===== src/rtl/fetch_stage.sv =====
// Instruction-fetch stage with IF/ID pipeline register, redirect handling and ID back-pressure.
// Optional build macro FETCH_PERF_CNT_EN adds the perf_fetched / perf_redirects counters.
module fetch_stage #(
  parameter int                DWIDTH    = 32,
  parameter logic [DWIDTH-1:0] RESET_PC  = '0,
  parameter logic [DWIDTH-1:0] NOP_INSTR = '0
) (
  input  logic              clk,
  input  logic              rst,
  output logic              imem_req,
  output logic [DWIDTH-1:0] imem_addr,
  input  logic              imem_ready,
  input  logic [DWIDTH-1:0] imem_rdata,
  output logic [DWIDTH-1:0] if_pc,
  output logic [DWIDTH-1:0] if_instr,
  output logic              if_valid,
  input  logic [DWIDTH-1:0] if_npc,
  input  logic              stall,
  input  logic              control_hazard,
  input  logic [DWIDTH-1:0] ex_jpc,
  output logic [DWIDTH-1:0] id_pc,
  output logic [DWIDTH-1:0] id_instr,
  output logic              id_valid
`ifdef FETCH_PERF_CNT_EN
  ,
  output logic [31:0]       perf_fetched,
  output logic [31:0]       perf_redirects
`endif
);

  // Memory handshake: a request is live while imem_req=1 and completes in the
  // cycle imem_ready=1 (possibly the first one); imem_addr must not move meanwhile.
  typedef enum logic [1:0] {
    S_FETCH = 2'd0,
    S_HOLD  = 2'd1,
    S_DRAIN = 2'd2
  } state_t;

  state_t            state, state_nxt;
  logic [DWIDTH-1:0] pc, pc_nxt;
  logic [DWIDTH-1:0] redir, redir_nxt;
  logic [DWIDTH-1:0] instr_buf, instr_buf_nxt;
  logic [DWIDTH-1:0] id_pc_nxt, id_instr_nxt;
  logic              id_valid_nxt;

  always_ff @(posedge clk or negedge rst) begin
    if (!rst) begin
      state     <= S_FETCH;
      pc        <= RESET_PC;
      redir     <= RESET_PC;
      instr_buf <= NOP_INSTR;
      id_pc     <= '0;
      id_instr  <= NOP_INSTR;
      id_valid  <= 1'b0;
    end else begin
      state     <= state_nxt;
      pc        <= pc_nxt;
      redir     <= redir_nxt;
      instr_buf <= instr_buf_nxt;
      id_pc     <= id_pc_nxt;
      id_instr  <= id_instr_nxt;
      id_valid  <= id_valid_nxt;
    end
  end

  always_comb begin
    state_nxt     = state;
    pc_nxt        = pc;
    redir_nxt     = redir;
    instr_buf_nxt = instr_buf;
    id_pc_nxt     = id_pc;
    id_instr_nxt  = id_instr;
    id_valid_nxt  = id_valid;
    if (control_hazard) begin
      id_valid_nxt = 1'b0;
      id_instr_nxt = NOP_INSTR;
      // A request still in flight must finish at its own address, so park the target.
      if (state != S_HOLD && !imem_ready) begin
        redir_nxt = ex_jpc;
        state_nxt = S_DRAIN;
      end else begin
        pc_nxt    = ex_jpc;
        state_nxt = S_FETCH;
      end
    end else begin
      unique case (state)
        S_FETCH: begin
          if (imem_ready && !stall) begin
            id_pc_nxt    = pc;
            id_instr_nxt = imem_rdata;
            id_valid_nxt = 1'b1;
            pc_nxt       = if_npc;
          end else if (imem_ready) begin
            instr_buf_nxt = imem_rdata;
            state_nxt     = S_HOLD;
          end else if (!stall) begin
            id_valid_nxt = 1'b0;
            id_instr_nxt = NOP_INSTR;
          end
        end
        S_HOLD: begin
          if (!stall) begin
            id_pc_nxt    = pc;
            id_instr_nxt = instr_buf;
            id_valid_nxt = 1'b1;
            pc_nxt       = if_npc;
            state_nxt    = S_FETCH;
          end
        end
        S_DRAIN: begin
          if (!stall) begin
            id_valid_nxt = 1'b0;
            id_instr_nxt = NOP_INSTR;
          end
          if (imem_ready) begin
            pc_nxt    = redir;
            state_nxt = S_FETCH;
          end
        end
        default: state_nxt = S_FETCH;
      endcase
    end
  end

  always_comb begin
    imem_req  = 1'b0;
    imem_addr = pc;
    if_pc     = pc;
    if_instr  = NOP_INSTR;
    if_valid  = 1'b0;
    unique case (state)
      S_FETCH: begin
        imem_req = rst;
        if (rst && imem_ready) begin
          if_valid = 1'b1;
          if_instr = imem_rdata;
        end
      end
      S_HOLD: begin
        if_valid = 1'b1;
        if_instr = instr_buf;
      end
      S_DRAIN: imem_req = rst;
      default: imem_req = 1'b0;
    endcase
  end

`ifdef FETCH_PERF_CNT_EN
  // A stalled slot is not a new transfer, and a hazard always clears id_valid_nxt.
  always_ff @(posedge clk or negedge rst) begin
    if (!rst) begin
      perf_fetched   <= '0;
      perf_redirects <= '0;
    end else begin
      if (id_valid_nxt && !stall) perf_fetched <= perf_fetched + 32'd1;
      if (control_hazard) perf_redirects <= perf_redirects + 32'd1;
    end
  end
`else
  // Counters are not built in this configuration.
`endif

endmodule


===== config.mk =====
export PLATFORM = sky130hd
export DESIGN_NAME = fetch_stage
export DESIGN_NICKNAME = d
export VERILOG_FILES = /design/src/rtl/fetch_stage.sv
export SDC_FILE = /design/constraint.sdc
export NUM_CORES = 1
export LEC_CHECK = 0
export ABC_AREA = 1
export CAP_MARGIN = 20
export CORE_ASPECT_RATIO = 2
export CORE_MARGIN = 2
export CORE_UTILIZATION = 40
export DETAILED_ROUTE_END_ITERATION = 8
export GPL_TIMING_DRIVEN = 0
export PLACE_DENSITY = 0.7
export SLEW_MARGIN = 20
export SYNTH_ARGS = -nofsm -noshare
export SYNTH_HDL_FRONTEND = slang
export SYNTH_SLANG_ARGS = --single-unit

===== constraint.sdc =====
create_clock -name clk -period 2 [get_ports clk]
set_input_delay 0.4 -clock clk [delete_from_list [all_inputs] [get_ports clk]]
set_output_delay 0.4 -clock clk [all_outputs]
set_load 0.03 [all_outputs]

==> impl_metrics.tcl <==
set metrics [dict create \
    grt_start_max_net_pins 72 \
    cp.arrival_ns 1.93 \
    synth.distinct_cells 29 \
    cp.required_ns 1.60 \
    io_buffers 261 \
    p_int_uw 11600 \
    firstDrtPassIters 7 \
    clk_latency_ns 0.43 \
    cap_violations 0 \
    whs_ns -0.167 \
    num_rows 77 \
    detail-route-antenna-nets 0 \
    place.detailed.hpwl_mm 24.1 \
    grt_pass1_vias 9390 \
    cts_root_buf "clkbuf_16" \
    criticalPathCategory "reg2out" \
    routed_wirelength_mm 34.1 \
    synth.net_count 1299 \
    fp.dieH_um 216 \
    coreArea_um2 22200 \
    swShare_pct 45.7 \
    start_util_pct 40.6 \
    synth-seq-area-share_pct 45.3 \
    worst_pin_slew_ns 0.717 \
    clkSinkCount 163 \
    tns_ns -8.72 \
    grt_pass1_wl_mm 51.4 \
    viasPerCell 5.29 \
    rrSetupSlack_ns 0.03 \
    syn2layout_area_growth_pct 50.5 \
    post-place-cells 1732 \
    track_usage_pct 28.6 \
    rsz0062_at_grt "yes" \
    fp.dieW_um 110 \
    clock_skew_ns 0.0101 \
    timing.final.ws_setup_ns -0.327 \
    ys_warn_count 0 \
    post-route-period-util_pct 116 \
    place_ws_ns -1.54 \
    globalplace.congestion 0.943 \
    drtIter0Drc 564 \
    status "finished, violations left" \
    cts-buffers-inserted 17 \
    power.leakage_uw 0.00667 \
    synth_top_cell_area_share_pct 45.3 \
    postCtsHoldBufs 1 \
    synth_top_cells_by_area "dfrtp_1, nand2_1, nand3_1" \
    p_seq_share_pct 27.8 \
    hold_viol_final 47 \
    p_comb_share_pct 56.9 \
    period_needed_ns 2.33 \
    clk_path_buf_depth 2 \
    wl_per_cell_um 18.9 \
    syn_inst 1194 \
    drive_above_1_share_pct 20.7 \
    cts_max_level 4 \
    instances_no_fill 1799 \
    failed_checks "hold timing, setup timing" \
    antenna_found_initial 3 \
    final_cell_mix "nand2_1, clkdlybuf4s50_1, dfrtp_1, nand3_1, nor2_1" \
    vias 9517 \
    grt_overflow 0 \
    postSynthAreaPerCell_um2 7.54 \
    p_sw_uw 9770 \
    synth-seq-cells 163 \
    yosys.area.top_type "dfrtp_1" \
    slew_violations 0 \
    nets 1613 \
    setup_viol 34 \
    worst_setup_path_end_kind "output pin" \
    mostFrequentLayoutCell "nand2_1" \
    io_pins 264 \
    fmax_mhz 430 \
    p_clk_share_pct 15.4 \
    cts_tree "done" \
    die-area_um2 23800 \
    fill_cells 2013 \
    min_path_type "in2async" \
    p_per_area_nw_per_um2 1580 \
    vdd_ir_drop_max_mv 0.937 \
    start_kind "flip-flop" \
    slew-limit-headroom_pct 52.2 \
    worstPathMaxFanout 5 \
    drc 0 \
    clk_pin_slew_worst_paths_ns 0.06 \
    syn-cell-area_um2 9010 \
]
logic make-up (layout without fill, tap and decap cells):
| family | after synthesis | after routing | synth area share (%) |
|---|---|---|---|
| AOI/OAI and AO/OA | 205 | 205 | 13.3 |
| adders and majority gates | 4 | 4 | 0.556 |
| buffers and inverters | 193 | 518 | 11.4 |
| DFF | 163 | 163 | 45.3 |
| other | 0 | 3 | 0 |
| and+or+nand+nor | 629 | 630 | 29.5 |
power by group through the flow:
stage | sequential (uW) | combinational, uW | clock (uW)
final | 5930 | 12200 | 3290
after global routing | 6100 | 13000 | 3450
after CTS | 5930 | 11700 | 3330
after detailed placement | 5930 | 11200 | 0
after global placement | 5890 | 11100 | 0
after floorplan | 7470 | 5130 | 0
area by class of cell:
| type | instances | area [um2] | area share [%] |
|---|---|---|---|
| clock buffers | 20 | 447 | 3.30 |
| flip-flops and latches | 163 | 4080 | 30.1 |
| inverters | 76 | 300 | 2.22 |
| diodes | 3 | 7.51 | 0.0554 |
| clock inverters | 11 | 128 | 0.941 |
| multi-input cells | 839 | 4240 | 31.3 |
| repair buffers | 296 | 3080 | 22.7 |
| well taps | 276 | 345 | 2.55 |
| plain buffers | 115 | 926 | 6.83 |
cells in the mapped netlist, drive strengths merged:
cell    count
a21oi      41
nand3     144
nand2     407
buf        80
dfrtp     163
a31oi      32
inv        75
o21ai     130
ha          4
clkinv      1
o31ai       1
o21a        1
nor2       78
clkbuf     37
per-layer routing:
metal | vias up | routed length (um) | track usage, %
met5 | - | 0 | 0
met4 | 0 | 2080 | 18.3
met3 | 133 | 1970 | 5.23
met2 | 461 | 19000 | 53.0
met1 | 4461 | 11000 | 27.7
li1 | 4462 | - | -
critical path, cell delays in order (launching register included):
cell and delay, ns:
dfrtp_1 0.42, inv_2 0.13, ha_4 0.17, nand2_4 0.06, inv_6 0.08, nand2_8 0.09, clkbuf_16 0.20, o21ai_4 0.19
buf_6 0.16
registers in the layout, summed over array words and instances (netlist names):
signal     flops
id_instr      32
id_pc         32
id_valid       1
if_pc         32
instr_buf     32
redir         32
state          2
metrics by stage:
| step | power (uW) | util [%] | hold WS (ns) | cell area, um2 |
|---|---|---|---|---|
| floorplan | 12600 | - | 0.104 | 9020 |
| global placement | 17000 | 54.1 | 0.453 | 12000 |
| detailed placement | 17200 | 54.2 | 0.458 | 12000 |
| CTS | 20900 | 59.7 | -0.165 | 13200 |
| global route | 22600 | 61.2 | -0.157 | 13600 |
| finish | 21400 | 61.2 | -0.167 | 13600 |
path summary, 6_finish.rpt:
path,from,end,cells past startpoint
max,state[1],if_instr[2],8
min,rst,redir[3],1
max reg2reg,state[1],if_pc[2],13
min reg2reg,redir[28],redir[28],2
max in group asynchronous,rst,redir[22],2
min in group clk,control_hazard,redir[31],4
timing repair:
item                       4_1_cts  5_1_grt
cloned                           8        2
pin swaps                        3        7
gates resized for setup        364       84
setup endpoints to repair       73      109
setup buffers                    9       15
hold endpoints to repair        95       47
No activity file was read; power rests on OpenSTA's default activity.
